### src/rtl/sc_nest_lives_tracker.sv
// Nest/lives/level tracker for the frog game: edge-detects nest and hit strobes,
// runs the IDLE/PLAY/GUARD/NESTS_DONE/GAME_OVER flow and drives registered status back to the main FSM.
module sc_nest_lives_tracker #(
  parameter int NUM_NESTS      = 5,
  parameter int LIVES_INIT     = 3,
  parameter int LIVES_WIDTH    = 3,
  parameter int RESPAWN_CYCLES = 16,
  parameter int RESPAWN_WIDTH  = 5
) (
  input  logic                   SC_NESTLIVES_CLOCK_50,
  input  logic                   SC_NESTLIVES_RESET_InHigh,
  input  logic                   SC_NESTLIVES_load_InLow,
  input  logic                   SC_NESTLIVES_resetFrog_InLow,
  input  logic [2:0]             SC_NESTLIVES_transition_InBUS,
  input  logic                   SC_NESTLIVES_nestEntry_InLow,
  input  logic [2:0]             SC_NESTLIVES_nestIndex_InBUS,
  input  logic                   SC_NESTLIVES_frogHit_InLow,
  output logic                   SC_NESTLIVES_nidosCompletos_OutLow,
  output logic                   SC_NESTLIVES_PerdioVidas_OutLow,
  output logic                   SC_NESTLIVES_respawn_OutLow,
  output logic [LIVES_WIDTH-1:0] SC_NESTLIVES_lives_OutBUS,
  output logic [NUM_NESTS-1:0]   SC_NESTLIVES_nestMask_OutBUS,
  output logic [2:0]             SC_NESTLIVES_level_OutBUS
);

  typedef enum logic [2:0] {IDLE, PLAY, GUARD, NESTS_DONE, GAME_OVER} state_t;

  logic clk, rst;
  assign clk = SC_NESTLIVES_CLOCK_50;
  assign rst = SC_NESTLIVES_RESET_InHigh;

  state_t                   state_q, state_d;
  logic [LIVES_WIDTH-1:0]   lives_q, lives_d;
  logic [NUM_NESTS-1:0]     mask_q, mask_d;
  logic [2:0]               level_q, level_d;
  logic [RESPAWN_WIDTH-1:0] cnt_q, cnt_d;
  logic                     nidos_q, nidos_d;
  logic                     perdio_q, perdio_d;
  logic                     respawn_q, respawn_d;
  logic                     nest_s1_q, nest_s1_d, nest_s2_q, nest_s2_d;
  logic                     hit_s1_q, hit_s1_d, hit_s2_q, hit_s2_d;
  logic [2:0]               idx_q, idx_d;

  logic nest_ev, hit_ev, idx_valid, do_hit;
  logic [2:0] trans;

  // Index is captured alongside the nest strobe so it stays paired with the falling edge
  assign nest_ev   = nest_s2_q & ~nest_s1_q;
  assign hit_ev    = hit_s2_q & ~hit_s1_q;
  assign idx_valid = int'(idx_q) < NUM_NESTS;
  assign trans     = SC_NESTLIVES_transition_InBUS;

  always_comb begin
    state_d   = state_q;
    lives_d   = lives_q;
    mask_d    = mask_q;
    level_d   = level_q;
    cnt_d     = cnt_q;
    nidos_d   = nidos_q;
    perdio_d  = perdio_q;
    respawn_d = 1'b1;
    nest_s1_d = SC_NESTLIVES_nestEntry_InLow;
    nest_s2_d = nest_s1_q;
    hit_s1_d  = SC_NESTLIVES_frogHit_InLow;
    hit_s2_d  = hit_s1_q;
    idx_d     = SC_NESTLIVES_nestIndex_InBUS;
    do_hit    = 1'b0;

    if (!SC_NESTLIVES_load_InLow) begin
      state_d  = IDLE;
      lives_d  = LIVES_WIDTH'(LIVES_INIT);
      mask_d   = '0;
      level_d  = '0;
      cnt_d    = '0;
      nidos_d  = 1'b1;
      perdio_d = 1'b1;
    end else begin
      case (state_q)
        IDLE: begin
          if (trans == 3'b001) begin
            level_d = 3'd1;
            state_d = PLAY;
          end
        end
        PLAY: begin
          // A nest event takes precedence; a same-cycle hit is dropped
          if (nest_ev) begin
            if (idx_valid && !mask_q[idx_q]) begin
              for (int i = 0; i < NUM_NESTS; i++) begin
                if (int'(idx_q) == i) mask_d[i] = 1'b1;
              end
              if (&mask_d) begin
                state_d = NESTS_DONE;
                nidos_d = 1'b0;
              end
            end else begin
              do_hit = 1'b1;
            end
          end else if (hit_ev) begin
            do_hit = 1'b1;
          end
          if (do_hit) begin
            if (lives_q <= LIVES_WIDTH'(1)) begin
              lives_d  = '0;
              state_d  = GAME_OVER;
              perdio_d = 1'b0;
            end else begin
              lives_d   = lives_q - LIVES_WIDTH'(1);
              respawn_d = 1'b0;
              cnt_d     = RESPAWN_WIDTH'(RESPAWN_CYCLES);
              state_d   = GUARD;
            end
          end
        end
        GUARD: begin
          if (!SC_NESTLIVES_resetFrog_InLow || cnt_q <= RESPAWN_WIDTH'(1)) begin
            cnt_d   = '0;
            state_d = PLAY;
          end else begin
            cnt_d = cnt_q - RESPAWN_WIDTH'(1);
          end
        end
        NESTS_DONE: begin
          if (trans >= 3'b001 && trans <= 3'b100) begin
            level_d = trans;
            mask_d  = '0;
            nidos_d = 1'b1;
            state_d = PLAY;
          end else if (trans == 3'b101) begin
            mask_d  = '0;
            nidos_d = 1'b1;
            state_d = IDLE;
          end
        end
        GAME_OVER: ;
        default: state_d = IDLE;
      endcase
    end
  end

  always_ff @(posedge clk or posedge rst) begin
    if (rst) begin
      state_q   <= IDLE;
      lives_q   <= LIVES_WIDTH'(LIVES_INIT);
      mask_q    <= '0;
      level_q   <= '0;
      cnt_q     <= '0;
      nidos_q   <= 1'b1;
      perdio_q  <= 1'b1;
      respawn_q <= 1'b1;
      nest_s1_q <= 1'b1;
      nest_s2_q <= 1'b1;
      hit_s1_q  <= 1'b1;
      hit_s2_q  <= 1'b1;
      idx_q     <= '0;
    end else begin
      state_q   <= state_d;
      lives_q   <= lives_d;
      mask_q    <= mask_d;
      level_q   <= level_d;
      cnt_q     <= cnt_d;
      nidos_q   <= nidos_d;
      perdio_q  <= perdio_d;
      respawn_q <= respawn_d;
      nest_s1_q <= nest_s1_d;
      nest_s2_q <= nest_s2_d;
      hit_s1_q  <= hit_s1_d;
      hit_s2_q  <= hit_s2_d;
      idx_q     <= idx_d;
    end
  end

  assign SC_NESTLIVES_nidosCompletos_OutLow = nidos_q;
  assign SC_NESTLIVES_PerdioVidas_OutLow    = perdio_q;
  assign SC_NESTLIVES_respawn_OutLow        = respawn_q;
  assign SC_NESTLIVES_lives_OutBUS          = lives_q;
  assign SC_NESTLIVES_nestMask_OutBUS       = mask_q;
  assign SC_NESTLIVES_level_OutBUS          = level_q;

endmodule

### config.mk
export PLATFORM = sky130hd
export DESIGN_NAME = sc_nest_lives_tracker
export DESIGN_NICKNAME = d
export VERILOG_FILES = /design/src/rtl/sc_nest_lives_tracker.sv
export SDC_FILE = /design/constraint.sdc
export NUM_CORES = 1
export LEC_CHECK = 0
export CAP_MARGIN = 20
export CORE_UTILIZATION = 47
export DETAILED_ROUTE_END_ITERATION = 16
export MAX_ROUTING_LAYER = met4
export PLACE_DENSITY = 0.74
export SLEW_MARGIN = 10
export SYNTH_ARGS = -nofsm -noshare
export SYNTH_HDL_FRONTEND = slang
export SYNTH_SLANG_ARGS = --single-unit
### constraint.sdc
create_clock -name SC_NESTLIVES_CLOCK_50 -period 2 [get_ports SC_NESTLIVES_CLOCK_50]
set_clock_uncertainty 0.2 [all_clocks]
set_input_delay 0.6 -clock SC_NESTLIVES_CLOCK_50 [delete_from_list [all_inputs] [get_ports SC_NESTLIVES_CLOCK_50]]
set_output_delay 0.6 -clock SC_NESTLIVES_CLOCK_50 [all_outputs]
set_load 0.01 [all_outputs]
==> results.sh, run 1 <==
export IMPL_cts_sinks=29
export IMPL_critPathTopFamily="compound AO/OA/AOI/OAI gates"
export IMPL_crit_start="idx_q[1]$_DFF_PP0_"
export IMPL_overflow=0
export IMPL_violations="negative setup slack"
export IMPL_r2r_start="idx_q[1]$_DFF_PP0_"
export IMPL_tightest_slew_ns=0.457
export IMPL_rows=20
export IMPL_fin_crit_ns=2.02
export IMPL_r2r_cells=5
export IMPL_synthTopCellsByCount="21 x nand2_1, 20 x dfrtp_1, 13 x o21ai_0"
export IMPL_drt_iter0_drc=83
export IMPL_path_depth=5
export IMPL_syn_inst=169
export IMPL_synth_edf_count=0
export IMPL_h_tree_depth=2
export IMPL_antenna_found_initial=0
export IMPL_worstSetupEndpoint="cnt_q[2]$_DFFE_PP0P_"
export IMPL_ant_nets=0
export IMPL_maxSlewHeadroom_pct=69.4
export IMPL_syn_nets=185
export IMPL_initial_core_util_pct=51.0
export IMPL_nets=242
export IMPL_synth_area_leaders="dfrtp_1 31%, dfstp_2 15%, nand2_1 4.9%"
export IMPL_cts_root_buf="clkbuf_4"
export IMPL_fin_crit_sh_pct=101
export IMPL_place_congestion=0.899
export IMPL_antennaDiodeCount=0
export IMPL_fp_dieW_um=60.3
export IMPL_worstSetupPathType="flop to flop"
export IMPL_cap_violations=0
export IMPL_power_density_mw_per_mm2=766
export IMPL_cp_data_arrival_time_ns=2.04
export IMPL_cts_tree="built"
export IMPL_synth_area_sq_mm=0.00160
export IMPL_reg2reg_slack_ns=-0.02
export IMPL_async_flop_share_pct=100
export IMPL_cts_hold_buf=0
export IMPL_rsz0062_at_grt="true"
export IMPL_cp_max_fo=6
export IMPL_post_synth_top_count_cell="nand2_1"
export IMPL_path_clk_slew_ns=0.09
export IMPL_drv_slew=0
export IMPL_syn_area_per_cell_sq_um=9.44
export IMPL_die_h_um=60.3
export IMPL_final_cells=271
export IMPL_dieArea_sq_mm=0.00363
export IMPL_drc=0
export IMPL_clock_path_buffers=2
export IMPL_grt_usage_pct=26.0
export IMPL_vias_per_cell=5.72
export IMPL_p_leak_uw=0.00103
export IMPL_area_growth_pct=42.8
export IMPL_worst_ir_drop_vdd_v=0.000512
export IMPL_routedWlPerCell_um=15.1
export IMPL_synth_top_area_cell="dfrtp_1"
export IMPL_vias=1549
export IMPL_worstPathRequired_ns=2.02
export IMPL_synth_seq_cells=29
export IMPL_rr_endpoint="cnt_q[2]$_DFFE_PP0P_"
export IMPL_yosysTopAreaCellShare_pct=31.4
export IMPL_fin_total_pwr_uw=1740
export IMPL_drt_first_pass_iters=4
export IMPL_tns_ns=-0.0435
export IMPL_yosysWarnings=0
export IMPL_core_sq_mm=0.00313
export IMPL_grt_pass1_vias=1511
export IMPL_cp_num_buf_inv=0
export IMPL_numCtsBuffers=5
export IMPL_worstHoldPathType="flop to flop"
export IMPL_clock_latency_ns=0.33
export IMPL_fmax_mhz=494
export IMPL_hold_viol_final=0
export IMPL_io_buffers=25
export IMPL_synth_flop_cell="dfrtp_1"
export IMPL_status="finished, violations left"
export IMPL_cp_cell_sequence="mux2i_1 > a221o_1 > o21a_1 > o311a_1 > a32o_1"
export IMPL_grt_pass1_wl_um=6720
export IMPL_start_kind="flop"
export IMPL_cp_end_kind="flop"
export IMPL_slowest_stage="dfrtp_2"
export IMPL_dp_hpwl_um=2950
export IMPL_max_stage_delay_ns=0.45
export IMPL_synth_seq_area_share_pct=46.2
export IMPL_pin_count=26
export IMPL_drive_gt1_share_pct=28.2
export IMPL_setup_ws_ns=-0.0232
export IMPL_setup_viol_count_final=2
export IMPL_wl_um=4100
export IMPL_grt_start_max_net_pins=30
export IMPL_yosysUniqueCellTypes=47
export IMPL_dp_cells=260
==> flip-flops by register name, indices dropped and copies added (netlist names) <==
register                            count
SC_NESTLIVES_nestMask_OutBUS            5
cnt_q                                   5
SC_NESTLIVES_level_OutBUS               3
SC_NESTLIVES_lives_OutBUS               3
idx_q                                   3
state_q                                 3
SC_NESTLIVES_PerdioVidas_OutLow         1
SC_NESTLIVES_nidosCompletos_OutLow      1
SC_NESTLIVES_respawn_OutLow             1
hit_s1_q                                1
hit_s2_q                                1
nest_s1_q                               1
nest_s2_q                               1
==> final cells by class <==
class	instances	area [sq um]
clock inverter	3	65.1
sequential	29	738
inverter	8	30.0
timing repair buffer	57	484
fill	246	850
multi-input combinational	125	868
tap	44	55.1
clock buffer	5	37.5
==> routing by layer <==
metal  track usage, %  part of all wire (%)  vias to the layer above
li1                 -                     -                      736
met1             33.9                    44                      740
met2             39.9                    48                       66
met3             5.84                   6.3                        7
met4             8.64                   1.4                        0
met5                -                     0                        -
==> worst min-delay path by stage <==
stage	start	to	slack, ns	cells past startpoint
global route	nest_s1_q$_DFF_PP1_	nest_s2_q$_DFF_PP1_	0.17	0
floorplan	hit_s1_q$_DFF_PP1_	hit_s2_q$_DFF_PP1_	0.15	0
detailed placement	hit_s1_q$_DFF_PP1_	hit_s2_q$_DFF_PP1_	0.16	0
finish	hit_s1_q$_DFF_PP1_	hit_s2_q$_DFF_PP1_	0.17	0
global placement	hit_s1_q$_DFF_PP1_	hit_s2_q$_DFF_PP1_	0.15	0
CTS	hit_s1_q$_DFF_PP1_	hit_s2_q$_DFF_PP1_	0.17	0
==> power by group <==
part / switching (uW) / leakage [uW] / internal, uW / total [uW]
sequential: 32.9 / 0.000363 / 643 / 676
combinational: 249 / 0.000609 / 215 / 464
clock: 217 / 0.0000552 / 387 / 604
==> kinds of logic (layout without fill, tap and decap cells) <==
group           after synthesis  count (layout)  share of synthesized area, %
compound gates               49              49                          21.3
xor+xnor                      1               1                         0.549
fa+ha+maj                     4               4                          3.14
buf+inv                      15              73                          3.84
flops                        29              29                          46.2
mux                           2               2                          1.25
simple gates                 69              69                          23.7
==> what timing repair did <==
item | CTS | global route
gates resized for setup | 31 | 4
pin swaps | 7 | 2
buffers inserted | 3 | 0
setup endpoints to repair | 28 | 16
==> per-stage QoR <==
stage | utilization (%) | cell area, sq um | worst slack (ns) | hold slack, ns
after detailed placement | 67.5 | 2110 | -0.581 | 0.157
after CTS | 72.3 | 2260 | -0.0286 | 0.171
after floorplan | - | 1610 | -0.0188 | 0.151
after global routing | 72.8 | 2280 | -0.110 | 0.168
final | 72.8 | 2280 | -0.0232 | 0.171
after global placement | 67.5 | 2110 | -0.496 | 0.154
==> cells in the final DEF (no fill, tap or decap), types with 6 or more instances in the layout <==
cell and instances:
buf_4 31, nand2_1 21, dfrtp_1 19, dlygate4sd2_1 15, o21ai_0 10, dfstp_2 9, inv_1 8, nor2_1 8
clkdlybuf4s50_1 8, o211ai_1 6
Note: power is estimated with default switching activity, not from simulation.
==> run 2, diff against run 1 <==
- ABC_CLOCK_PERIOD_IN_PS: default -> 2000
==> results of run 2 <==
No change in the layout: final DEF, timing and power equal those of run 1.
